[config.mk]
export PLATFORM = sky130hd
export DESIGN_NAME = cr_huf_comp_sc_short
export DESIGN_NICKNAME = d
export VERILOG_FILES = /design/src/rtl/cr_huf_comp_sc_short.sv
export SDC_FILE = /design/constraint.sdc
export NUM_CORES = 2
export LEC_CHECK = 0
export ABC_AREA = 0
export CAP_MARGIN = 30
export CORE_UTILIZATION = 29
export DETAILED_ROUTE_END_ITERATION = 6
export HOLD_SLACK_MARGIN = 0.02
export PLACE_DENSITY = 0.52
export SYNTH_ARGS = -nofsm -noshare
export SYNTH_HDL_FRONTEND = slang
export SYNTH_SLANG_ARGS = --single-unit
[constraint.sdc]
create_clock -name clk -period 6.9 [get_ports clk]
set_input_delay 1.035 -clock clk [delete_from_list [all_inputs] [get_ports clk]]
set_output_delay 1.035 -clock clk [all_outputs]
set_load 0.01 [all_outputs]
[src/rtl/cr_huf_comp_sc_short.sv]
// Purpose: per-block short-alphabet symbol histogram, drained as packed groups of up to four (sym, cnt) pairs.
// Latency: an eob beat accepted in cycle T gives the first drain word at T+2, and the drain takes NUM_SYM/4 cycles when the sink keeps popping.
// Backpressure: in_rdy is low while draining, and a full output word is held until is_sc_short_rd pops it.
// Option: define CR_HUF_COMP_SC_SHORT_SAT_EN to saturate the counters; otherwise they wrap.
module cr_huf_comp_sc_short #(
  parameter int NUM_SYM     = 64,
  parameter int DAT_WIDTH   = 6,
  parameter int CNT_WIDTH   = 16,
  parameter int SEQID_WIDTH = 4
) (
  input  logic                   clk,
  input  logic                   rst,
  input  logic                   in_vld,
  input  logic [DAT_WIDTH-1:0]   in_sym,
  input  logic                   in_eob,
  input  logic [SEQID_WIDTH-1:0] in_seq_id,
  output logic                   in_rdy,
  output logic [3:0]             sc_is_short_vld,
  output logic [DAT_WIDTH-1:0]   sc_is_short_sym0,
  output logic [DAT_WIDTH-1:0]   sc_is_short_sym1,
  output logic [DAT_WIDTH-1:0]   sc_is_short_sym2,
  output logic [DAT_WIDTH-1:0]   sc_is_short_sym3,
  output logic [CNT_WIDTH-1:0]   sc_is_short_cnt0,
  output logic [CNT_WIDTH-1:0]   sc_is_short_cnt1,
  output logic [CNT_WIDTH-1:0]   sc_is_short_cnt2,
  output logic [CNT_WIDTH-1:0]   sc_is_short_cnt3,
  output logic [SEQID_WIDTH-1:0] sc_is_short_seq_id,
  output logic                   sc_is_short_eob,
  input  logic                   is_sc_short_rd
);

  typedef enum logic {ACCUM = 1'b0, DRAIN = 1'b1} state_t;

  typedef struct packed {
    logic [DAT_WIDTH-1:0] sym;
    logic [CNT_WIDTH-1:0] cnt;
  } slot_t;

  state_t                 state;
  state_t                 state_nxt;
  logic [CNT_WIDTH-1:0]   hist [NUM_SYM];
  logic [DAT_WIDTH-1:0]   ptr;
  logic [SEQID_WIDTH-1:0] seq_q;

  logic [3:0]             out_vld;
  logic                   out_eob;
  slot_t                  out_slot [4];

  logic                   acc_beat;
  logic                   out_full;
  logic                   load_en;
  logic                   pop_eob;
  logic                   last_win;
  logic [CNT_WIDTH-1:0]   inc_cnt;

  logic [DAT_WIDTH-1:0]   win_sym [4];
  logic [CNT_WIDTH-1:0]   win_cnt [4];
  slot_t                  pk_slot [4];
  logic [3:0]             pk_vld;
  logic [2:0]             pk_num;

  // State register: synchronous reset returns to accumulation.
  always_ff @(posedge clk) begin
    if (rst) begin
      state <= ACCUM;
    end else begin
      state <= state_nxt;
    end
  end

  // Next state: the eob beat starts the drain, and popping the eob word ends it.
  always_comb begin
    state_nxt = state;
    case (state)
      ACCUM:   if (acc_beat && in_eob) state_nxt = DRAIN;
      DRAIN:   if (pop_eob)            state_nxt = ACCUM;
      default: state_nxt = ACCUM;
    endcase
  end

  // FSM outputs: input handshake, window load and final pop qualifiers.
  // Once the eob word is sitting in the output register, no further windows are scanned.
  always_comb begin
    in_rdy   = (state == ACCUM) && !rst;
    acc_beat = in_vld && in_rdy;
    out_full = (|out_vld) || out_eob;
    load_en  = (state == DRAIN) && !out_eob && (!out_full || is_sc_short_rd);
    pop_eob  = (state == DRAIN) && out_eob && is_sc_short_rd;
  end

  // Counter increment for the symbol being accepted.
  always_comb begin
`ifdef CR_HUF_COMP_SC_SHORT_SAT_EN
    inc_cnt = (hist[in_sym] == '1) ? hist[in_sym] : hist[in_sym] + CNT_WIDTH'(1);
`else
    inc_cnt = hist[in_sym] + CNT_WIDTH'(1);
`endif
  end

  // Window pack: move the nonzero entries of hist[ptr..ptr+3] into the lowest slots in ascending order.
  always_comb begin
    pk_num = 3'd0;
    for (int i = 0; i < 4; i++) begin
      win_sym[i] = ptr + DAT_WIDTH'(i);
      win_cnt[i] = hist[win_sym[i]];
      pk_slot[i] = '0;
    end
    for (int i = 0; i < 4; i++) begin
      if (win_cnt[i] != '0) begin
        pk_slot[pk_num[1:0]].sym = win_sym[i];
        pk_slot[pk_num[1:0]].cnt = win_cnt[i];
        pk_num = pk_num + 3'd1;
      end
    end
    case (pk_num)
      3'd0:    pk_vld = 4'b0000;
      3'd1:    pk_vld = 4'b0001;
      3'd2:    pk_vld = 4'b0011;
      3'd3:    pk_vld = 4'b0111;
      default: pk_vld = 4'b1111;
    endcase
  end

  assign last_win = (ptr == DAT_WIDTH'(NUM_SYM - 4));

  // Histogram: count accepted beats, and clear each window as it is drained.
  always_ff @(posedge clk) begin
    if (rst) begin
      for (int i = 0; i < NUM_SYM; i++) hist[i] <= '0;
    end else begin
      if (acc_beat) hist[in_sym] <= inc_cnt;
      if (load_en) begin
        for (int i = 0; i < 4; i++) hist[win_sym[i]] <= '0;
      end
    end
  end

  // Scan pointer: restarts at the eob beat and steps one window per load.
  always_ff @(posedge clk) begin
    if (rst) begin
      ptr <= '0;
    end else if (acc_beat && in_eob) begin
      ptr <= '0;
    end else if (load_en) begin
      ptr <= ptr + DAT_WIDTH'(4);
    end
  end

  // Sequence id of the block being drained, captured on its eob beat.
  always_ff @(posedge clk) begin
    if (rst) begin
      seq_q <= '0;
    end else if (acc_beat && in_eob) begin
      seq_q <= in_seq_id;
    end
  end

  // Output word register.
  // An all-zero window that is not the last one loads an empty word, so the register stays free for the next window.
  always_ff @(posedge clk) begin
    if (rst) begin
      out_vld <= '0;
      out_eob <= 1'b0;
      for (int i = 0; i < 4; i++) out_slot[i] <= '0;
    end else if (load_en) begin
      out_vld <= pk_vld;
      out_eob <= last_win;
      for (int i = 0; i < 4; i++) out_slot[i] <= pk_slot[i];
    end else if (pop_eob) begin
      out_vld <= '0;
      out_eob <= 1'b0;
      for (int i = 0; i < 4; i++) out_slot[i] <= '0;
    end
  end

  assign sc_is_short_vld    = out_vld;
  assign sc_is_short_eob    = out_eob;
  assign sc_is_short_seq_id = seq_q;
  assign sc_is_short_sym0   = out_slot[0].sym;
  assign sc_is_short_sym1   = out_slot[1].sym;
  assign sc_is_short_sym2   = out_slot[2].sym;
  assign sc_is_short_sym3   = out_slot[3].sym;
  assign sc_is_short_cnt0   = out_slot[0].cnt;
  assign sc_is_short_cnt1   = out_slot[1].cnt;
  assign sc_is_short_cnt2   = out_slot[2].cnt;
  assign sc_is_short_cnt3   = out_slot[3].cnt;

endmodule
# After elaboration in Yosys (flattened, before gate mapping)
# Memories as Yosys holds them, arrays and structs flattened. A register that Yosys moved wholly into a read port is not among the register bits.
# Cells that the tools add are included.
op_classes:
  bitwise_logic: 12
  add_sub_neg: 8
  reduce_logical: 28
  n_eq_ne: 4
  n_mux: 71
  magnitude_cmp: 6
op_table:
  columns: ["operator", "count"]
  rows:
  - ["$bwmux W88", 6]
  - ["$demux W22 S2", 6]
  - ["$mux W22", 12]
  - ["$mux W88", 3]
  - ["$mux W16", 8]
  - ["$reduce_or A16 Y1", 5]
  - ["$reduce_bool A16 Y1", 4]
  - ["$mux W6", 7]
  - ["$mux W1", 22]
  - ["$add A16 B1 Y16 const B", 1]
  - ["$pmux W4 S4", 1]
  - ["$add A6 B2 Y6 const B", 2]
  - ["$logic_and A1 B1 Y1", 10]
  - ["$add A3 B1 Y3 const B", 3]
  - ["$ge A3 B3 Y1 const B", 3]
  - ["$lt A3 B1 Y1 const B", 3]
  - ["$mux W3", 3]
  - ["$not A2 Y3", 3]
  - ["$mux W4", 2]
  - ["$or A1 B1 Y1", 8]
  - ["$add A6 B1 Y6 const B", 1]
  - ["$add A6 B3 Y6 const B", 1]
  - ["$eq A3 B2 Y1 const B", 2]
  - ["$eq A6 B6 Y1 const B", 1]
  - ["other kinds (9)", 12]
totals:
  mem_count: 2
  ramBits: 1112
  ff_bits: 16
memory_table:
  columns: ["name", "words", "width", "rd", "rd_ports_with_merged_regs", "wr", "line_no", "rtl"]
  rows:
  - ["hist", 64, 16, 5, 1, 64, "41", "logic [CNT_WIDTH-1:0] hist [NUM_SYM];"]
  - ["out_slot", 4, 22, 4, 0, 4, "47", "slot_t out_slot [4];"]

# Logic depth before layout (Yosys ltp)
depth:
  word_depth: 18
  mapped_depth: 26
  ltp_nobuf: 19

# Least setup slack after synthesis
# Ideal clock, no wire load.
synth_timing:
  path_type: "reg-to-reg"
  start: "register ptr[3]"
  end: "register out_vld[0] (netlist: sc_is_short_vld[0])"
  n_path_buf: 8
  synth_period_minus_slack_ns: 5.439
  stages_incl_launch_ff: 19
  path_slack_ns: 1.461
  setup_time_ns: 0.071
  arrival_ns: 5.368
  cell_sequence: "dfxtp_1 buf_2 buf_2 buf_2 buf_2 buf_1 buf_1 mux4_2 mux4_2 or4_1 ha_1 clkbuf_1 and2_1 clkbuf_1 o21ai_0 ha_1 nor2_1 a221o_1 a21oi_1"
synth_via:
  elab_chain_len: 11
synth_rtl:
  columns: ["element", "line_no", "rtl"]
  rows:
  - ["start, declared", "42", "logic [DAT_WIDTH-1:0] ptr;"]
  - ["start signal, assigned", "145", "ptr <= ptr + DAT_WIDTH'(4);"]
  - ["$add A6 B1 Y6", "104", "win_sym[i] = ptr + DAT_WIDTH'(i);"]
  - ["$mem_v2 Z64 W16 (*)", null, null]
  - ["$reduce_bool A16 Y1", "109", "if (win_cnt[i] != '0) begin"]
  - ["$mux W3", "109", null]
  - ["$add A3 B1 Y3", "112", "pk_num = pk_num + 3'd1;"]
  - ["$mux W3", "109", null]
  - ["$add A3 B1 Y3", "112", null]
  - ["$mux W3 (*)", "109", null]
  - ["$eq A3 B2 Y1, or another cell as far along", "115", "case (pk_num)"]
  - ["$pmux W4 S4 (*)", "115", null]
  - ["$mux W4 (*)", "165", "end else if (load_en) begin"]
  - ["end signal, assigned", "166", "out_vld <= pk_vld;"]
  - ["end, declared", "45", "logic [3:0] out_vld;"]
# Every way passes the cells marked *; elsewhere a longest branch is shown, timed or not.
# A chain may end at the register's enable or synchronous reset.

==> results.tsv <==
stage	metric	value	unit
finish	Area Overhead vs Synth	17.8	%
finish	Final nets	5587	
synth	Synth Flop Type	dfxtp_1	
sta	Slew HR	0.225	
place	buffers added on ports	112	
clock_network	clock-pin slew on the worst setup and hold paths	60	ps
sta	crit path time final	6750	ps
synth	Mapped Avg Cell Area	10.4	µm²
detailed_routing	initial DRC count	8023	
place	gpl congestion	1.07	
finish	area of the multi-input gates	0.0291	mm²
power	Net Sw Power	4.47	mW
synth	Netlist cell types	86	
clock_network	TritonCTS clock tree	built	
detailed_routing	Remaining DRCs	33	
sta	RSZ-0062 raised after global routing	no	
finish	share of cells above drive strength 1	0.207	
job	Max Cap Viol	0	
setup_path	arrival time worst endpoint	7320	ps
detailed_routing	drt pass-1 iters	7	
floorplanning	Die H	445	µm
detailed_routing	DR WL/cell	36.1	µm
floorplanning	Die X-Extent	445	µm
power	PwrDens	240	mW/mm²
sta	Hold Vio Cnt, Final	0	
floorplanning	die area	0.198	mm²
clock_network	cts repair resizes	0	
finish	Layout fillers	19700	
clock_network	Post-CTS Setup Bufs	0	
sta	setup TNS	0	ps
finish	Non-Filler Instances	8306	
synth	Yosys reg bits	1130	
setup_path	Crit Path Class	register to register	
synth	Cells after Synth	5488	
sta	Final Max Tran Viols	0	
setup_path	Worst setup EP type	register	
power	combinational share of power	0.111	
synth	post-synthesis compound-gate area fraction	0.146	
clock_network	H-tree Lvls	4	
sta	Post-Route Skew	30.1	ps
setup_path	max incr delay on CP	840	ps
synth	YS warnings	0	
setup_path	Startpoint Class	register	
grt	GRT Total Usage	0.294	
synth	Async SR Flop Fraction	0	
power	switching fraction of total power	0.278	
sta	Final Setup Violations	0	
clock_network	CTS root buf	clkbuf_16	
synth	area leader, netlist	dfxtp_1	
synth	Net Count, Synth	5513	
setup_path	CP delay by family, top	compound AO/OA/AOI/OAI gates	
synth	Synth Area in Adders	0.00233	
clock_network	hold bufs inserted after CTS	0	
grt	vias in the first global route	47900	
power	internal power consumption	11.6	mW
detailed_routing	Routed Antenna Nets	0	
sta	measured slew at the worst slew-check pin	1160	ps
power	sequential fraction of design power	0.435	
clock_network	Skew-Pair Late Insertion Delay	810	ps
grt	first-pass GRT wire length	405000	µm
floorplanning	Core Region	0.195	mm²
power	Worst VDD drop	0.152	mV
setup_path	cell type of the slowest stage on the worst timing path	dfxtp_4	
setup_path	Max FO, Critical Path	35	
setup_path	critical-path cell list	buf_12, mux4_2, mux2i_1, o21ai_0, nor4_1, nand4_1, or4_1, fa_1, o21ai_0, a21oi_4, a221oi_1, a211oi_1	
detailed_routing	via count	52300	
status	failing checks	DRC	
floorplanning	Rows	162	
power	clock power share	0.454	
synth	area share of xor/xnor cells in the synthesized design	0.00308	
power	static leakage	22.6	nW
synth	post-synthesis sequential area ratio	0.450	
clock_network	clock sinks	1130	
clock_network	Num CTS Buffers	136	
sta	f_max	148	MHz
synth	mux contribution to synthesized area	0.220	
detailed_routing	routed vias/inst	6.30	
clock_network	clk buf depth	3	
place	placed insts	8044	
synth	EDFF count, synth	300	
setup_path	Buf/Inv on CP	1	
floorplanning	Starting Density	0.292	
setup_path	cell with the most instances on the worst path	o21ai_0	
detailed_routing	final WL	300000	µm
floorplanning	I/O Pins	113	
status	outcome	finished with violations	
synth	post-synthesis cell area	0.0569	mm²
sta	Final period util	0.979	
grt	largest net degree at the start of global routing	90	
synth	largest family of logic cells by synthesized area	multiplexers	
setup_path	WP data required	7470	ps
grt	grt ovf	0	
grt	initial antenna violation count	21	
synth	Simple-Gate Fraction of Synth Area	0.132	
place	Final HPWL DP	217000	µm
finish	Sequential Area	0.0256	mm²
worst_hold_path	Tightest Hold Check Type	register to register	
synth	top-area cell type share of the netlist area	0.292	
synth	dominant cells by area after synthesis	dfxtp_1 29%, mux4_2 18%, edfxtp_1 16%	
-- registers in the layout (all words and copies together), names as in the netlist, named ones only --
| name | flops |
|---|---|
| hist | 1024 |
| out_slot | 88 |
| ptr | 4 |
| sc_is_short_seq_id | 4 |
| sc_is_short_vld | 4 |
| sc_is_short_eob | 1 |
| state | 1 |
-- Yosys cell counts, types with 18 or more instances --
| library cell | count |
|---|---|
| buf_2 | 73 |
| edfxtp_1 | 300 |
| inv_1 | 35 |
| a22o_1 | 29 |
| mux2_2 | 22 |
| buf_4 | 30 |
| o21ai_0 | 508 |
| mux2i_1 | 181 |
| nor3_1 | 57 |
| mux4_2 | 452 |
| nand4_1 | 20 |
| nand2_1 | 579 |
| dfxtp_1 | 830 |
| o21ai_1 | 22 |
| nand3_1 | 405 |
| buf_6 | 31 |
| buf_1 | 33 |
| a21oi_2 | 21 |
| and3_1 | 35 |
| a21oi_1 | 354 |
| nor2_1 | 492 |
| a221oi_1 | 39 |
| a22oi_1 | 76 |
| o22ai_1 | 74 |
| clkbuf_1 | 354 |
| a211oi_1 | 84 |
| nor2b_1 | 26 |
| a311oi_1 | 33 |
| and2_1 | 18 |
| a31oi_1 | 63 |
-- worst register-to-register path: cells and delay by family, from the launching register on --
family	cells	cell delay, ps
buffers and inverters	1	430
flip-flops	1	840
AND/OR/NAND/NOR	3	1170
multiplexers	2	1370
adder cells (fa/ha/maj)	1	670
AO/OA/AOI/OAI	5	2050
-- power groups by stage --
stage | registers, mW | logic [mW] | clock network (mW)
5_1_grt | 7.00 | 1.79 | 7.58
4_1_cts | 6.99 | 1.70 | 7.33
6_report | 6.99 | 1.79 | 7.30
3_3_place_gp | 7.13 | 1.68 | 0
3_5_place_dp | 7.13 | 1.70 | 0
2_1_floorplan | 7.09 | 0.929 | 0
-- final cells by class --
class | count | area share
repair buffers | 465 | 0.0658
inverters | 38 | 0.00224
clock inverters | 50 | 0.00690
multi-input cells | 3791 | 0.433
well taps | 2624 | 0.0490
diodes | 6 | 0.000224
clock buffers | 202 | 0.0601
flip-flops and latches | 1130 | 0.382
-- per-stage QoR --
| stage | utilization | power [mW] | worst slack [ps] | cell area (µm²) | hold slack [ps] |
|---|---|---|---|---|---|
| 2_1_floorplan | - | 8.02 | 1460 | 56900 | 433 |
| 3_3_place_gp | 0.318 | 8.81 | 441 | 61900 | 434 |
| 3_5_place_dp | 0.320 | 8.83 | 499 | 62500 | 442 |
| 4_1_cts | 0.344 | 16.0 | 502 | 67000 | 451 |
| 5_1_grt | 0.344 | 16.4 | 28.0 | 67000 | 463 |
| 6_report | 0.344 | 16.1 | 146 | 67100 | 447 |
-- path summary, 6_finish.rpt --
check / slack (ps) / cells after the start / to / start
worst max-delay path: 150 / 12 / out_slot[1][10] / ptr[2]
worst min-delay path: 450 / 2 / out_slot[3][9] / out_slot[3][9]
worst max register to register: 150 / 12 / out_slot[1][10] / ptr[2]
worst min register to register: 450 / 2 / out_slot[3][9] / out_slot[3][9]
-- cells by family (layout without fill, tap and decap cells) --
| logic type | count (synthesis) | count (layout) |
|---|---|---|
| DFF | 1130 | 1130 |
| other | 0 | 6 |
| buffers and inverters | 567 | 755 |
| adders and majority gates | 10 | 10 |
| muxes | 665 | 665 |
| and+or+nand+nor | 1710 | 1710 |
| xor gates and xnor gates | 17 | 17 |
| AOI/OAI and AO/OA | 1389 | 1389 |
-- layout by cell type, fill, tap and decap left out, types with 20 or more instances in the layout --
| master | n |
|---|---|
| a22o_1 | 29 |
| clkbuf_8 | 25 |
| buf_4 | 296 |
| buf_12 | 24 |
| a22oi_1 | 76 |
| nand3_1 | 405 |
| o21ai_1 | 22 |
| nor2_1 | 476 |
| a221oi_1 | 39 |
| o22ai_1 | 74 |
| nand2_1 | 572 |
| clkbuf_1 | 35 |
| nand4_1 | 20 |
| a31oi_1 | 62 |
| dfxtp_1 | 824 |
| mux2i_1 | 180 |
| a311oi_1 | 33 |
| mux2_2 | 22 |
| inv_1 | 34 |
| a21oi_2 | 22 |
| a21oi_1 | 352 |
| a211oi_1 | 83 |
| nor3_1 | 34 |
| nor2b_1 | 23 |
| clkbuf_16 | 143 |
| mux4_2 | 452 |
| clkdlybuf4s50_1 | 105 |
| and3_1 | 35 |
| edfxtp_1 | 300 |
| o21ai_0 | 505 |
-- metal layers --
layer	routed length [µm]	track usage
met2	124000	0.424
met1	110000	0.367
met4	22000	0.179
met3	43700	0.114
met5	209	0.00269
No activity file was read; power rests on OpenSTA's default activity.
